<file path="src/rtl/instr_fetch_unit.sv">
// -----------------------------------------------------------------------------
// instr_fetch_unit
//
// Multi-cycle instruction fetch front end. Holds the PC, fetches one word at a
// time from instruction memory over a req/ack handshake, latches it in the
// instruction register (IR) and presents the decoded MIPS-style fields,
// qualified by instr_valid. When the downstream stage consumes the instruction
// (instr_valid=1, stall=0) the PC advances to PC+4, the branch target or the
// jump target, and the next fetch starts.
//
// Ports:
//   clk, rst          clock, synchronous active-high reset
//   imem_req          fetch request (high in FETCH only)
//   imem_addr         fetch address (= pc)
//   imem_ack          memory returns imem_rdata this cycle
//   imem_rdata        instruction word
//   stall             downstream cannot consume the presented instruction
//   Jump, take_branch PC-redirect controls, sampled on the consume cycle only
//   instr_valid       decoded fields are valid
//   OpCode .. Imm16   fields of IR
//   PC, PCPlus4       address of the instruction in IR and that address + 4
//   instr_count       number of consumed instructions (wraps)
//   fetch_fault       sticky: a fetch went TIMEOUT cycles without ack
// -----------------------------------------------------------------------------
module instr_fetch_unit #(
  parameter logic [31:0] RESET_PC = 32'h0000_3000,
  parameter int unsigned TIMEOUT  = 16  // 2..255
) (
  input  logic        clk,
  input  logic        rst,
  output logic        imem_req,
  output logic [31:0] imem_addr,
  input  logic        imem_ack,
  input  logic [31:0] imem_rdata,
  input  logic        stall,
  input  logic        Jump,
  input  logic        take_branch,
  output logic        instr_valid,
  output logic [5:0]  OpCode,
  output logic [5:0]  Funct,
  output logic [4:0]  Rs,
  output logic [4:0]  Rt,
  output logic [4:0]  Rd,
  output logic [4:0]  Shamt,
  output logic [15:0] Imm16,
  output logic [31:0] PC,
  output logic [31:0] PCPlus4,
  output logic [31:0] instr_count,
  output logic        fetch_fault
);

  typedef enum logic [1:0] {
    S_RESET = 2'd0,
    S_FETCH = 2'd1,
    S_ISSUE = 2'd2,
    S_FAULT = 2'd3
  } state_e;

  // Last counter value of a fetch; the request is therefore high TIMEOUT cycles.
  localparam logic [7:0] TMO_LAST = 8'(TIMEOUT - 1);

  state_e      state_q, state_d;
  logic [31:0] pc_q, pc_d;
  logic [31:0] ir_q, ir_d;
  logic [31:0] count_q, count_d;
  logic [7:0]  tmo_q, tmo_d;

  logic [31:0] pc_plus4;
  logic [31:0] jump_target;
  logic [31:0] branch_target;

  assign pc_plus4      = pc_q + 32'd4;
  assign jump_target   = {pc_plus4[31:28], ir_q[25:0], 2'b00};
  assign branch_target = pc_plus4 + {{14{ir_q[15]}}, ir_q[15:0], 2'b00};

  // ---------------------------------------------------------------------------
  // State register
  // ---------------------------------------------------------------------------
  // NOTE: sequential state uses non-blocking assignments so every register
  // samples the pre-edge values of the others, independent of statement order.
  always_ff @(posedge clk) begin
    if (rst) begin
      state_q <= S_RESET;
      pc_q    <= RESET_PC;
      ir_q    <= '0;
      count_q <= '0;
      tmo_q   <= '0;
    end else begin
      state_q <= state_d;
      pc_q    <= pc_d;
      ir_q    <= ir_d;
      count_q <= count_d;
      tmo_q   <= tmo_d;
    end
  end

  // ---------------------------------------------------------------------------
  // Next-state logic
  // ---------------------------------------------------------------------------
  // NOTE: every signal assigned here gets a hold default first, so no path
  // leaves one unassigned and no latch is inferred.
  always_comb begin
    state_d = state_q;
    pc_d    = pc_q;
    ir_d    = ir_q;
    count_d = count_q;
    tmo_d   = tmo_q;

    unique case (state_q)
      S_RESET: begin
        state_d = S_FETCH;
        tmo_d   = '0;
      end

      S_FETCH: begin
        // An ack on the last counted cycle still wins over the timeout.
        if (imem_ack) begin
          ir_d    = imem_rdata;
          state_d = S_ISSUE;
        end else if (tmo_q == TMO_LAST) begin
          state_d = S_FAULT;
        end else begin
          tmo_d = tmo_q + 8'd1;
        end
      end

      S_ISSUE: begin
        if (!stall) begin
          count_d = count_q + 32'd1;
          tmo_d   = '0;
          state_d = S_FETCH;
          if (Jump)             pc_d = jump_target;
          else if (take_branch) pc_d = branch_target;
          else                  pc_d = pc_plus4;
        end
      end

      S_FAULT: begin
        // Terminal until reset; imem_ack is ignored here.
        state_d = S_FAULT;
      end

      default: state_d = S_RESET;
    endcase
  end

  // ---------------------------------------------------------------------------
  // Outputs (Moore: state and registers only)
  // ---------------------------------------------------------------------------
  always_comb begin
    imem_req    = (state_q == S_FETCH);
    instr_valid = (state_q == S_ISSUE);
    fetch_fault = (state_q == S_FAULT);
  end

  assign imem_addr   = pc_q;
  assign PC          = pc_q;
  assign PCPlus4     = pc_plus4;
  assign instr_count = count_q;

  assign OpCode = ir_q[31:26];
  assign Rs     = ir_q[25:21];
  assign Rt     = ir_q[20:16];
  assign Rd     = ir_q[15:11];
  assign Shamt  = ir_q[10:6];
  assign Funct  = ir_q[5:0];
  assign Imm16  = ir_q[15:0];

endmodule

</file>
<file path="config.mk">
export PLATFORM = sky130hd
export DESIGN_NAME = instr_fetch_unit
export DESIGN_NICKNAME = d
export VERILOG_FILES = /design/src/rtl/instr_fetch_unit.sv
export SDC_FILE = /design/constraint.sdc
export NUM_CORES = 1
export LEC_CHECK = 0
export CAP_MARGIN = 0
export CORE_ASPECT_RATIO = 1.75
export CORE_UTILIZATION = 48
export DETAILED_ROUTE_END_ITERATION = 8
export GPL_ROUTABILITY_DRIVEN = 0
export PLACE_DENSITY = 0.89
export REMOVE_ABC_BUFFERS = 1
export SETUP_SLACK_MARGIN = 0.15
export SLEW_MARGIN = 20
export SYNTH_ARGS = -nofsm -noshare
export SYNTH_HDL_FRONTEND = slang
export SYNTH_SLANG_ARGS = --single-unit
export TNS_END_PERCENT = 5
</file>
<file path="constraint.sdc">
create_clock -name clk -period 4.2 [get_ports clk]
set_input_delay 0.84 -clock clk [delete_from_list [all_inputs] [get_ports clk]]
set_output_delay 0.84 -clock clk [all_outputs]
set_load 0.02 [all_outputs]
</file>
==> impl_metrics.csv, run 1 <==
group,metric,value,unit
drt,ant_nets,0,
final_layout,nets,1153,
timing,period_share,0.947,
cts,cts_buffers,9,
synth,synth-simple-area-share,0.235,
synth,async_reset_ff_frac,0,
synth,synth_top_cell_area_share,0.295,
setup_path,crit_arrival,3140,ps
cts,path_clk_slew,80,ps
floorplanning,fp-row-count,58,
synth,synth-edff-count,0,
final_layout,design_area,9390,um2
setup_path,worst_r2r_endpoint,"PC[31]",
timing,finalSetupTns,0,ps
global_routing,overflow,0,
global_routing,grt_pass1_wl,35.6,mm
synth,yosys.area_share.adder,0.0702,
power,powerDensity,246,nW/um2
synth,synth_compound_area_frac,0.205,
synth,synth_area_leaders,"dfxtp_1 30%, nand2_1 7.8%, ha_1 6.7%",
drt,firstDrtPassIters,5,
power,irDropWorstVdd,237,uV
cts,cts_tree,"built",
timing,relSlewSlack,0.364,
setup_path,critPathMaxFanout,4,
synth,synth_cell_types,75,
worst_hold_path,min_path_type,"flip-flop to flip-flop",
synth,synth_xor_area_frac,0.0956,
synth,yosys.area.top_type,"dfxtp_1",
synth,synthCells,919,
floorplanning,io_pins,217,
floorplanning,die_width,93.7,um
setup_path,reg2reg_slack,270,ps
setup_path,cpMaxStageDelayCell,"clkdlybuf4s50_1",
floorplanning,chipHeight,162,um
setup_path,r2r_cells,15,
timing,clock.fmax,251,MHz
synth,ys_seq_area_frac,0.295,
timing,rsz0062_at_grt,"true",
final_layout,final_common_cell,"clkdlybuf4s50_1",
floorplanning,core-area,14400,um2
setup_path,worstSetupPathType,"flip-flop to output port",
floorplanning,dieArea,15200,um2
drt,first_iter_violations,383,
timing,post-route-min-period,3980,ps
global_routing,antenna_found_initial,0,
cts,clock_path_buffers,2,
cts,hold_buffers,0,
timing,setup_violations,0,
drt,wl_per_cell,18.0,um
cts,clk-insertion-delay-late,360,ps
drt,drc,0,
synth,synth_area,7060,um2
floorplanning,start_util,0.491,
setup_path,critPathRequiredTime,3360,ps
final_layout,synthToLayoutAreaGrowth,33.1,%
setup_path,crit_path_end,"PCPlus4[30]",
power,p_leak,3.64,nW
setup_path,crit_path_max_incr_delay,680,ps
placed_design,dp.final_hpwl,17.1,mm
synth,synth_mux_area_frac,0.0131,
synth,postSynthAreaPerCell,7.68,um2
global_routing,grt_max_degree,34,
synth,yosys_warnings,0,
placed_design,place_area,9030,um2
synth,synth_top_family_by_area,"simple AND/OR/NAND/NOR gates",
global_routing,grt_pass1_vias,7295,
timing,fin_skew,9.09,ps
cts,cts_root_buffer,"clkbuf_16",
cts,cts_max_level,3,
timing,worstMarginPinSlew,951,ps
synth,ys_ff_latch,104,
setup_path,crit_start,"PC[3]",
synth,ys.flop_type,"dfxtp_1",
placed_design,io_buffer_count,210,
flow_run,cap_violations,0,
final_layout,drive_above_1_share,0.0620,
drt,num_vias,7470,
power,power.total,2.31,mW
drt,vias_per_cell,5.92,
setup_path,regToRegStartpoint,"PC[12]",
timing,hold_viol_final,0,
final_layout,diodes,0,
final_layout,fillers,1175,
setup_path,path_cells,"ha_1, and4_1, nand2_1, or3_1, nor2_1, nand3_1, xnor2_1, clkdlybuf4s50_1",
timing,timing.final.max_slew_violations,0,
global_routing,grt_usage,0.298,
drt,wl,22.7,mm
run_status,status,"finished, final reports clean",
setup_path,crit_path_start_kind,"flip-flop",
cts,cts_sinks,104,
final_layout,layout_common_cells,"208 x clkdlybuf4s50_1, 146 x nand2_1, 104 x dfxtp_1",
setup_path,cp-end-kind,"output port",
[through the flow]
stage                     setup slack, ps  utilization  hold slack (ps)  cells
after detailed placement              244        0.629              450   1245
after global routing                 35.0        0.654              485   1261
after CTS                             122        0.650              463   1261
final                                 222        0.654              463   1261
after global placement                301        0.629              441   1245
after floorplan                      11.7            -              479    831
[flip-flops by register name, indices dropped and copies added, names as in the netlist]
| register | cells |
|---|---|
| instr_count | 32 |
| ir_q | 32 |
| tmo_q | 8 |
| state_q | 2 |
| PC | 30 |
[cell usage after synthesis, drive strengths merged (19+ instances only)]
master and number:
nor2 80, nand3 25, nand4 19, o21ai 41, dfxtp 104, xor2 46
clkbuf 36, ha 38, xnor2 31, nand2 147, a21oi 90, buf 57
[layer usage]
layer | vias up | wire length, um | track usage
met5 | - | 0 | 0
met4 | 0 | 1550 | 0.215
met3 | 114 | 1450 | 0.0500
met2 | 368 | 11700 | 0.544
met1 | 3484 | 7950 | 0.299
li1 | 3504 | - | -
[critical path, delay by kind of cell, from the launching register on]
family	cells	cell delay [ps]
XOR/XNOR	1	320
adder cells (fa/ha/maj)	1	200
buffers and inverters	1	680
flip-flops	1	340
AND/OR/NAND/NOR	5	1250
[timing repair]
action | 4_1_cts | 5_1_grt
gates resized for setup | 1 | 10
setup endpoints to repair | 3 | 12
setup buffers | 0 | 0
[cells by family (layout without fill, tap and decap cells)]
group	Yosys count	in the layout
other	1	6
buffers and inverters	108	265
adders and majority gates	39	39
muxes	9	9
DFF	104	104
xor gates and xnor gates	77	77
AOI/OAI and AO/OA	230	230
and+or+nand+nor	351	351
[how the worst min path moves through the flow]
stage / cells past startpoint / to / start
2_1_floorplan: 2 / tmo_q[7] / tmo_q[7]
3_3_place_gp: 2 / ir_q[26] / ir_q[26]
3_5_place_dp: 2 / ir_q[27] / ir_q[27]
4_1_cts: 2 / ir_q[27] / ir_q[27]
5_1_grt: 2 / ir_q[31] / ir_q[31]
6_report: 2 / ir_q[27] / ir_q[27]
[cell type report]
type                       count  area (um2)  area share
clock buffer                   9         225      0.0240
clock inverter                 7        70.1     0.00746
inverter                      15        56.3     0.00600
multi-input combinational    712        4450       0.474
sequential                   104        2080       0.222
tap                          180         225      0.0240
timing repair buffer         234        2280       0.243
[power breakdown]
part	leakage (nW)	internal, mW	total (mW)	switching (mW)
clock	0.141	0.419	0.849	0.430
sequential	0.842	1.01	1.04	0.0333
combinational	2.65	0.181	0.423	0.243
Power figures use the tool's default switching activity.
==> run 2, diff against run 1 <==
==> constraint.sdc (replaced) <==
create_clock -name clk -period 3.7 [get_ports clk]
set_input_delay 0.74 -clock clk [delete_from_list [all_inputs] [get_ports clk]]
set_output_delay 0.74 -clock clk [all_outputs]
set_load 0.02 [all_outputs]
==> impl_metrics.csv, run 2 (synthesized netlist as in run 1, its figures left out) <==
group,metric,value,unit
setup_path,worstSetupPathType,"flip-flop to flip-flop",
floorplanning,io_pins,217,
power,power.share.sequential,0.438,
cts,cts_buffers,9,
worst_hold_path,min_path_type,"flip-flop to flip-flop",
final_layout,fillers,1099,
power,p_leak,4.01,nW
setup_path,crit_arrival,3910,ps
setup_path,critPathMaxFanout,6,
global_routing,grt_pass1_wl,37.8,mm
drt,wl,24.9,mm
floorplanning,dieArea,15200,um2
final_layout,nets,1197,
timing,worstMarginPinSlew,1010,ps
placed_design,placedCellCount,1288,
final_layout,design_area,9950,um2
final_layout,synthToLayoutAreaGrowth,41.1,%
global_routing,grt_pass1_vias,7660,
cts,cts_sinks,104,
setup_path,critPathRequiredTime,3950,ps
placed_design,dp.final_hpwl,18.1,mm
placed_design,io_buffer_count,210,
setup_path,r2r_cells,13,
timing,post-route-min-period,3660,ps
drt,ant_nets,0,
drt,first_iter_violations,545,
floorplanning,die_width,93.7,um
timing,relSlewSlack,0.327,
final_layout,seq_area,2080,um2
drt,wl_per_cell,19.1,um
placed_design,place_area,9360,um2
drt,firstDrtPassIters,6,
final_layout,final_cells,1305,
cts,path_clk_slew,90,ps
power,p_clk_frac,0.369,
setup_path,regToRegStartpoint,"PC[10]",
power,p_comb_frac,0.193,
timing,period_share,0.990,
final_layout,multi_input_area,4670,um2
final_layout,final_common_cell,"clkdlybuf4s50_1",
cts,cts_max_level,3,
drt,drc,0,
worst_hold_path,hp-start,"ir_q[28]",
floorplanning,core-area,14400,um2
setup_path,worst_r2r_endpoint,"PC[31]",
power,p_sw_frac,0.312,
run_status,status,"finished, final reports clean",
power,irDropWorstVdd,210,uV
final_layout,drive_above_1_share,0.132,
cts,clk-insertion-delay-late,360,ps
global_routing,overflow,0,
timing,fin_skew,11.1,ps
timing,clock.fmax,273,MHz
timing,hold_viol_final,0,
floorplanning,start_util,0.491,
global_routing,grt_max_degree,35,
final_layout,diodes,0,
power,p_switching,0.841,mW
power,powerDensity,271,nW/um2
drt,vias_per_cell,6.04,
floorplanning,fp-row-count,58,
timing,setup_ws,37.3,ps
final_layout,utilization,0.693,
setup_path,reg2reg_slack,40,ps
setup_path,cp-end-kind,"flip-flop",
final_layout,layout_common_cells,"202 x clkdlybuf4s50_1, 144 x nand2_1, 103 x dfxtp_1",
drt,num_vias,7879,
cts,clock_path_buffers,2,
setup_path,crit_path_start_kind,"flip-flop",
timing,timing.final.max_slew_violations,0,
cts,cts_tree,"built",
worst_hold_path,whs_endpoint,"ir_q[28]",
power,power.total,2.69,mW
global_routing,antenna_found_initial,0,
timing,rsz0062_at_grt,"true",
worst_hold_path,hold_depth,2,
cts,hold_buffers,0,
timing,setup_violations,0,
placed_design,dpl_worst_slack,-55.7,ps
cts,cts_root_buffer,"clkbuf_16",
power,internal_power,1.85,mW
floorplanning,chipHeight,162,um
global_routing,grt_usage,0.317,
flow_run,cap_violations,0,
## run 2: changes by cell type in the layout (fill, tap and decap cells not counted), sizes merged
cell,previous run,this run
dlygate4sd2,0,4
clkdlybuf4s50,208,202
dlymetal6s2s,1,2
buf,25,70
inv,18,17
clkinv,3,4
## run 2: per-stage QoR
stage | setup TNS (ps) | hold slack [ps]
floorplan | -1210 | 479
global placement | 0 | 441
detailed placement | -55.7 | 450
CTS | 0 | 461
global route | -640 | 495
finish | 0 | 459
## run 2: final cells by class
type | count | share of cell area
tap | 180 | 0.0226
sequential | 104 | 0.209
multi-input combinational | 712 | 0.470
clock buffer | 9 | 0.0226
clock inverter | 7 | 0.00855
inverter | 15 | 0.00566
timing repair buffer | 278 | 0.262
## run 2: layer usage
| metal | share of wire | vias up | GRT usage |
|---|---|---|---|
| met5 | 0 | - | 0 |
| met4 | 0.079 | 0 | 0.248 |
| met1 | 0.34 | 3657 | 0.319 |
| li1 | - | 3584 | - |
| met2 | 0.51 | 467 | 0.566 |
| met3 | 0.072 | 171 | 0.0532 |
## run 2: critical path: stages (launching register included)
cell and delay (ps):
dfxtp_2 340, and4_1 210, or3b_4 450, nor2_1 150, xor2_1 310, ha_1 310, o21ai_0 310, o211ai_1 150
a21oi_1 190, nand3b_1 130, o21a_1 210, o211ai_1 230, mux2i_1 230, mux2_1 330
## run 2: what timing repair did
item | CTS | global route
endpoints found under the setup margin | 15 | 21
buffers inserted | 0 | 1
resized for setup | 18 | 43
pin swaps | 3 | 13
## run 2: power groups by stage
stage,clock network [mW],logic [mW],registers [mW]
2_1_floorplan,0,0.191,1.25
3_3_place_gp,0,0.488,1.20
3_5_place_dp,0,0.497,1.21
4_1_cts,0.993,0.501,1.18
5_1_grt,1.03,0.551,1.18
6_report,0.994,0.519,1.18
## run 2: worst max path at each step
stage / startpoint / slack [ps] / end / depth (start not counted)
final: PC[10] / 40 / PC[31] / 13
after global routing: PC[3] / -130 / PC[31] / 15
after CTS: PC[2] / 60 / PC[31] / 15
after detailed placement: PC[10] / -60 / PC[31] / 14
after global placement: PC[10] / 60 / PC[31] / 14
after floorplan: PC[11] / -490 / PC[31] / 14
==> run 3, diff against run 2 <==
--- a/config.mk
+++ b/config.mk
@@ -10,6 +10,7 @@
 export CORE_UTILIZATION = 48
 export DETAILED_ROUTE_END_ITERATION = 8
 export GPL_ROUTABILITY_DRIVEN = 0
+export GPL_TIMING_DRIVEN = 0
 export PLACE_DENSITY = 0.89
 export REMOVE_ABC_BUFFERS = 1
 export SETUP_SLACK_MARGIN = 0.15
==> impl_metrics.csv, run 3 (synthesized netlist as in run 1, its figures left out) <==
group,metric,value,unit
cts,path_clk_slew,80,ps
cts,cts_root_buffer,"clkbuf_16",
final_layout,synthToLayoutAreaGrowth,40.5,%
final_layout,fillers,1092,
drt,first_iter_violations,440,
timing,finalSetupTns,0,ps
floorplanning,die_width,93.7,um
floorplanning,chipHeight,162,um
placed_design,dp.final_hpwl,15.5,mm
floorplanning,dieArea,15200,um2
cts,hold_buffers,0,
worst_hold_path,min_path_type,"flip-flop to flip-flop",
timing,worstMarginPinSlew,1300,ps
timing,period_share,0.990,
placed_design,dpl_worst_slack,-769,ps
timing,relSlewSlack,0.131,
timing,post-route-min-period,3660,ps
timing,setup_violations,0,
floorplanning,fp-row-count,58,
final_layout,final_cells,1273,
setup_path,critPathRequiredTime,3930,ps
final_layout,nets,1165,
cts,cts_sinks,104,
timing,fin_skew,11.7,ps
power,irDropWorstVdd,263,uV
cts,cts_buffers,9,
final_layout,layout_common_cells,"199 x clkdlybuf4s50_1, 142 x nand2_1, 91 x dfxtp_1",
setup_path,cp-end-kind,"flip-flop",
setup_path,critPathBufInv,1,
timing,setup_ws,35.9,ps
global_routing,antenna_found_initial,0,
timing,rsz0062_at_grt,"true",
flow_run,cap_violations,0,
setup_path,worstSetupPathType,"flip-flop to flip-flop",
setup_path,path_cells,"and4_4, or3b_4, nor4_4, nand2_1, xnor2_2, ha_2, a211oi_2, buf_4, o41ai_1, a31oi_1, o211ai_1, mux2i_1, mux2_1",
drt,num_vias,7551,
placed_design,placedCellCount,1223,
global_routing,grt_max_degree,73,
floorplanning,start_util,0.491,
timing,hold_viol_final,0,
setup_path,crit_path_max_incr_delay,490,ps
timing,timing.hold.ws,461,ps
timing,clock.fmax,273,MHz
power,power.total,2.66,mW
run_status,status,"finished, final reports clean",
cts,clk-insertion-delay-late,340,ps
drt,wl,22.8,mm
global_routing,grt_pass1_vias,7115,
timing,timing.final.max_slew_violations,0,
drt,wl_per_cell,17.9,um
final_layout,drive_above_1_share,0.133,
setup_path,critPathMaxFanout,7,
cts,cts_tree,"built",
cts,clock_path_buffers,2,
global_routing,grt_pass1_wl,34.1,mm
cts,cts_max_level,3,
placed_design,io_buffer_count,210,
setup_path,cpMaxStageDelayCell,"or3b_4",
setup_path,crit_arrival,3900,ps
final_layout,utilization,0.690,
power,powerDensity,268,nW/um2
final_layout,final_common_cell,"clkdlybuf4s50_1",
global_routing,grt_usage,0.281,
floorplanning,core-area,14400,um2
global_routing,overflow,0,
final_layout,design_area,9920,um2
setup_path,crit_path_start_kind,"flip-flop",
placed_design,place_area,8900,um2
floorplanning,io_pins,217,
drt,ant_nets,0,
final_layout,diodes,0,
drt,drc,0,
drt,vias_per_cell,5.93,
power,p_leak,3.87,nW
setup_path,critPathTopFamily,"simple AND/OR/NAND/NOR gates",
drt,firstDrtPassIters,5,
==> run 3: changes by cell type in the layout (fill, tap and decap cells not counted), sizes merged <==
cell	previous run	this run
clkinv	4	1
inv	17	20
dlygate4sd2	4	8
buf	70	37
clkdlybuf4s50	202	199
dlymetal6s2s	2	1
clkdlybuf4s15	0	1
==> run 3: routing by layer <==
metal | share of wire | vias to the layer above | track usage
met1 | 0.35 | 3560 | 0.293
met3 | 0.062 | 99 | 0.0486
met2 | 0.54 | 369 | 0.516
li1 | - | 3523 | -
met5 | 0 | - | 0
met4 | 0.048 | 0 | 0.168
==> run 3: final timing paths <==
kind / startpoint / to / slack (ps) / cells after the start
setup / recovery: PC[7] / PC[31] / 40 / 13
hold reg to reg: ir_q[28] / ir_q[28] / 460 / 2
hold / removal: ir_q[28] / ir_q[28] / 460 / 2
setup reg to reg: PC[7] / PC[31] / 40 / 13
==> run 3: worst min-delay path: cells and delay by family (launching register included) <==
family,cells,cell delay [ps]
and+or+nand+nor,1,50
AOI/OAI and AO/OA,1,50
DFF,1,320
==> run 3: where the power goes <==
part	switching (mW)	total, mW	internal (mW)
clock network	0.499	0.987	0.488
registers	0.0424	1.18	1.14
logic	0.274	0.487	0.213
total	0.815	2.66	1.84
==> run 3: cell type report <==
class / instances / area [um2] / area share
Inverter: 15 / 61.3 / 0.00618
Clock inverter: 7 / 80.1 / 0.00808
Multi-Input combinational cell: 712 / 4800 / 0.484
Sequential cell: 104 / 2130 / 0.215
Timing Repair Buffer: 246 / 2390 / 0.242
Tap cell: 180 / 225 / 0.0227
Clock buffer: 9 / 225 / 0.0227
==> run 3: what timing repair did <==
| action | in CTS | in global routing |
|---|---|---|
| endpoints found under the setup margin | 36 | 23 |
| buffers inserted | 9 | 25 |
| pin swaps | 15 | 22 |
| resized for setup | 69 | 48 |
